--- src/rtl/wb_port_arbiter.sv ---
// Purpose: shares the register-file write port between pipeline WB and a queued long-latency unit.
// Latency: WB grant -> rf_wr_* next cycle; LU push -> rf_wr_* two cycles later when the port is idle.
// Backpressure: lu_ready = !full (no path from the grant); wb_ready drops only on a forced FIFO grant.
// Optional build macro: WB_ARB_FAIRNESS_EN enables the starvation counter and forced FIFO grant.
module wb_port_arbiter #(
    parameter int DBITS        = 32,
    parameter int REGNOBITS    = 5,
    parameter int BUF_DEPTH    = 4,
    parameter int STARVE_LIMIT = 8
) (
    input  logic                        clk,
    input  logic                        reset,
    input  logic                        wb_valid,
    input  logic [REGNOBITS-1:0]        wb_regno,
    input  logic [DBITS-1:0]            wb_data,
    output logic                        wb_ready,
    input  logic                        lu_valid,
    input  logic [REGNOBITS-1:0]        lu_regno,
    input  logic [DBITS-1:0]            lu_data,
    output logic                        lu_ready,
    output logic                        rf_wr_en,
    output logic [REGNOBITS-1:0]        rf_wr_regno,
    output logic [DBITS-1:0]            rf_wr_data,
    output logic [(2**REGNOBITS)-1:0]   lu_pending_mask
);
    localparam int IW = $clog2(BUF_DEPTH);
    localparam int PW = IW + 1;

    logic [REGNOBITS-1:0] buf_regno [BUF_DEPTH];
    logic [DBITS-1:0]     buf_data  [BUF_DEPTH];
    logic [BUF_DEPTH-1:0] buf_vld;
    logic [PW-1:0]        wr_ptr;
    logic [PW-1:0]        rd_ptr;
    logic [IW-1:0]        wr_idx;
    logic [IW-1:0]        rd_idx;
    logic                 empty;
    logic                 full;
    logic                 push;
    logic                 pop;
    logic                 grant_wb;
    logic                 force_grant;

    assign wr_idx   = wr_ptr[IW-1:0];
    assign rd_idx   = rd_ptr[IW-1:0];
    assign empty    = (wr_ptr == rd_ptr);
    assign full     = (wr_idx == rd_idx) && (wr_ptr[IW] != rd_ptr[IW]);
    assign lu_ready = !full;
    assign push     = lu_valid && !full;

`ifdef WB_ARB_FAIRNESS_EN
    localparam int SW = $clog2(STARVE_LIMIT + 1);
    logic [SW-1:0] starve_cnt;

    assign force_grant = !empty && (starve_cnt == SW'(STARVE_LIMIT));
    assign wb_ready    = !force_grant;

    // Count cycles the head waits behind the pipeline; restart on every pop or when empty.
    always_ff @(posedge clk) begin
        if (reset) begin
            starve_cnt <= '0;
        end else if (empty || pop) begin
            starve_cnt <= '0;
        end else if (starve_cnt != SW'(STARVE_LIMIT)) begin
            starve_cnt <= starve_cnt + SW'(1);
        end
    end
`else
    // Strict pipeline priority: no counter, so the limit has no consumer in this build.
    localparam int starve_limit_unused = STARVE_LIMIT;
    assign force_grant = 1'b0;
    assign wb_ready    = 1'b1;
`endif

    // The pipeline wins unless the head is being forced; otherwise an idle port drains the FIFO.
    assign grant_wb = wb_valid && !force_grant;
    assign pop      = !empty && !grant_wb;

    // Pointer and per-entry valid bookkeeping; push and pop never target the same slot.
    always_ff @(posedge clk) begin
        if (reset) begin
            wr_ptr  <= '0;
            rd_ptr  <= '0;
            buf_vld <= '0;
        end else begin
            if (push) begin
                buf_vld[wr_idx] <= 1'b1;
                wr_ptr          <= wr_ptr + PW'(1);
            end
            if (pop) begin
                buf_vld[rd_idx] <= 1'b0;
                rd_ptr          <= rd_ptr + PW'(1);
            end
        end
    end

    // Payload storage needs no reset: a slot is only read while its valid bit is set.
    always_ff @(posedge clk) begin
        if (push) begin
            buf_regno[wr_idx] <= lu_regno;
            buf_data[wr_idx]  <= lu_data;
        end
    end

    // Registered write command; register 0 writes are consumed without asserting the enable.
    always_ff @(posedge clk) begin
        if (reset) begin
            rf_wr_en    <= 1'b0;
            rf_wr_regno <= '0;
            rf_wr_data  <= '0;
        end else if (grant_wb) begin
            rf_wr_en    <= (wb_regno != '0);
            rf_wr_regno <= wb_regno;
            rf_wr_data  <= wb_data;
        end else if (pop) begin
            rf_wr_en    <= (buf_regno[rd_idx] != '0);
            rf_wr_regno <= buf_regno[rd_idx];
            rf_wr_data  <= buf_data[rd_idx];
        end else begin
            rf_wr_en    <= 1'b0;
        end
    end

    // Destinations of every still-queued entry, so DE can interlock on them.
    always_comb begin
        lu_pending_mask = '0;
        for (int i = 0; i < BUF_DEPTH; i++) begin
            if (buf_vld[i]) begin
                lu_pending_mask[buf_regno[i]] = 1'b1;
            end
        end
        lu_pending_mask[0] = 1'b0;
    end
endmodule

--- config.mk ---
export PLATFORM = sky130hd
export DESIGN_NAME = wb_port_arbiter
export DESIGN_NICKNAME = d
export VERILOG_FILES = /design/src/rtl/wb_port_arbiter.sv
export SDC_FILE = /design/constraint.sdc
export NUM_CORES = 1
export LEC_CHECK = 0
export ABC_AREA = 1
export CORE_MARGIN = 1.5
export CORE_UTILIZATION = 45
export DETAILED_ROUTE_END_ITERATION = 12
export GPL_TIMING_DRIVEN = 0
export HOLD_SLACK_MARGIN = 0.06
export PLACE_DENSITY = 0.77
export SETUP_SLACK_MARGIN = 0.15
export SLEW_MARGIN = 40
export SYNTH_ARGS = -nofsm -noshare
export SYNTH_HDL_FRONTEND = slang
export SYNTH_SLANG_ARGS = --single-unit
--- constraint.sdc ---
create_clock -name clk -period 1.94 [get_ports clk]
set_input_delay 0.582 -clock clk [delete_from_list [all_inputs] [get_ports clk]]
set_output_delay 0.582 -clock clk [all_outputs]
set_load 0.1 [all_outputs]
==> results.tsv <==
metric	value	unit
outcome	finished, violations left	
violations	negative setup slack	
final_cell_mix	168 x nand2_1, 148 x edfxtp_1, 75 x nor2_1, 75 x clkdlybuf4s50_1, 62 x buf_4	
syn_avg_cell_area	9.98	µm²
ant_nets	0	
ys_types	32	
ir_worst_vdd	0.000782	V
hold_path.class	reg -> reg	
synth_enable_flop_cells	148	
overflow	0	
slew-limit-headroom	48.1	%
synth_warnings	0	
crit_type	reg -> out	
synth.yosys.seq_area_share	61.9	%
power.leakage	5.20	nW
dieWidth	143	µm
cts_htree_levels	4	
first_pass_iters	5	
crit_start	buf_regno[0][3]	
period_minus_slack	2.60	ns
synth_compound_area_share	14.4	%
synth_flop_cell	edfxtp_1	
synth_xor_area_share	0.185	%
cts.sinks	198	
syn_nets	968	
synthToLayoutAreaGrowth	56.6	%
endpoint	lu_pending_mask[21]	
slew_viol_final	0	
cp_max_fo	5	
r2r_slack	-0.07	ns
die_h	143	µm
hold_viol_final	0	
drt_wl_total	31800	µm
grt_max_degree	38	
synth_mux_area_share	0	%
reg2reg_from	rd_ptr[1]	
vias_per_cell	5.93	
portBuffers	145	
io_pins	150	
nets	1228	
synth_top_family_by_area	simple AND/OR/NAND/NOR gates	
fin_setup_tns	-18.84	ns
coreArea	19000	µm²
numCtsBuffers	17	
tightest_slew	0.779	ns
worst_slack	-0.660	ns
drc	0	
cap_violations	0	
fin_worst_skew	0.0115	ns
antenna_found_initial	1	
via_count	8403	
grt_pass1_vias	7782	
clock-root-buffer	clkbuf_16	
fin_crit_sh	134	%
finalSetupViolCount	128	
synth_area	8800	µm²
final_common_cell	nand2_1	
initial_utilization	46.4	%
finalPower	12.7	mW
globalplace.congestion	0.911	
synth-simple-area-share	17.1	%
path_clk_slew	0.07	ns
insertion_delay	0.44	ns
std_cell_rows	50	
endpoint_kind	output pin	
die-area	20400	µm²
grt_pass1_wl	41800	µm
drive_gt1_share	36.5	%
drt_iter0_markers	952	
cts_tree	yes	
start_kind	register	
async_flop_share	0	%
r2r_end	buf_data[0][3]	
power_per_cell_area	923	nW/µm²
clock_path_buffers	2	
rsz0062_at_grt	yes	
synth_fa_ha_area_share	1.14	%
fmax	385	MHz
reg2reg_depth	10	
cp.required	1.36	ns
cp.arrival	2.02	ns
syn_inst	882	
ys_ff_latch	198	
detail_route.wl_per_cell	22.4	µm
dpl.hpwl	17000	µm
track_usage	27.4	%
==> power by group <==
group          switching [mW]  internal [mW]
Clock                    1.55           1.91
Combinational            2.78           1.38
Sequential              0.218           4.89
Total                    4.55           8.17
==> area by class of cell <==
cell class,instances,area (µm²)
Clock inverter,11,125
Multi-Input combinational cell,579,4040
Timing Repair Buffer,239,2710
Antenna cell,1,2.50
Buffer,44,287
Fill cell,1159,5170
Inverter,61,337
Tap cell,260,325
Clock buffer,21,440
Sequential cell,198,5470
Timing Repair inverter,2,50.0
==> worst min-delay path by stage <==
| stage | start | end | slack (ns) | cells after the start |
|---|---|---|---|---|
| final | rf_wr_data[14] | rf_wr_data[14] | 0.47 | 2 |
| after CTS | rf_wr_regno[1] | rf_wr_regno[1] | 0.46 | 2 |
| after detailed placement | rf_wr_regno[1] | rf_wr_regno[1] | 0.45 | 2 |
| after global routing | rf_wr_data[14] | rf_wr_data[14] | 0.49 | 2 |
| after floorplan | buf_vld[0] | buf_vld[0] | 0.46 | 2 |
| after global placement | rf_wr_regno[0] | rf_wr_regno[0] | 0.46 | 2 |
==> cells by family (layout without fill, tap and decap cells) <==
kind of cell,Yosys count,in the layout
compound gates,201,201
xor+xnor,1,1
fa+ha+maj,8,8
buf+inv,105,378
flops,198,198
other cells,2,3
simple gates,367,367
==> per-layer routing <==
metal  share of wire, %  GRT usage, %  vias up
met3                9.5          5.43      159
met5                  0             0        -
met4                5.1          12.9        0
met1                 36          33.4     3972
li1                   -             -     3672
met2                 50          46.8      600
==> cell usage after synthesis (2+ instances only) <==
master | instances | area (µm²)
nor2_1 | 93 | 349
o22ai_1 | 24 | 150
o221ai_1 | 30 | 263
buf_1 | 3 | 11.3
nand3_1 | 80 | 400
o211ai_1 | 10 | 75.1
dfxtp_1 | 50 | 1000
conb_1 | 2 | 7.51
inv_2 | 3 | 11.3
clkbuf_1 | 16 | 60.1
edfxtp_1 | 148 | 4440
o22a_1 | 14 | 123
a22oi_1 | 15 | 113
ha_1 | 8 | 100
inv_1 | 56 | 210
buf_6 | 2 | 22.5
nand2_1 | 189 | 709
buf_2 | 14 | 70.1
buf_4 | 8 | 60.1
a21oi_1 | 31 | 155
o21ai_0 | 75 | 375
==> critical path, cell delays in order, from the launching register on <==
cell and delay [ns]:
edfxtp_1 0.49, inv_2 0.15, nand3_1 0.20, o22ai_1 0.28, nor2_1 0.10, o21ai_1 0.11, buf_6 0.25
==> registers in the layout (all words and copies together) (netlist names), named ones only <==
signal / flops
buf_data: 128
buf_regno: 20
buf_vld: 4
rd_ptr: 3
rf_wr_data: 32
rf_wr_en: 1
rf_wr_regno: 5
wr_ptr: 3
==> stage by stage <==
step	worst slack [ns]	area, µm²	std cells	util, %	hold WS [ns]
after floorplan	-1.04	9170	882	-	0.464
final	-0.660	13800	1416	72.7	0.468
after CTS	-0.416	12600	1377	66.5	0.458
after global routing	-0.703	13800	1415	72.7	0.485
after global placement	-1.16	10900	1287	57.7	0.455
after detailed placement	-0.444	10700	1289	56.2	0.451
==> repair_timing <==
item	4_1_cts	5_1_grt
setup endpoints to repair	179	252
cloned	2	13
hold buffers	0	0
resized for setup	243	215
pin swaps	33	47
buffers inserted	54	25
Note: power is estimated with default switching activity, not from simulation.
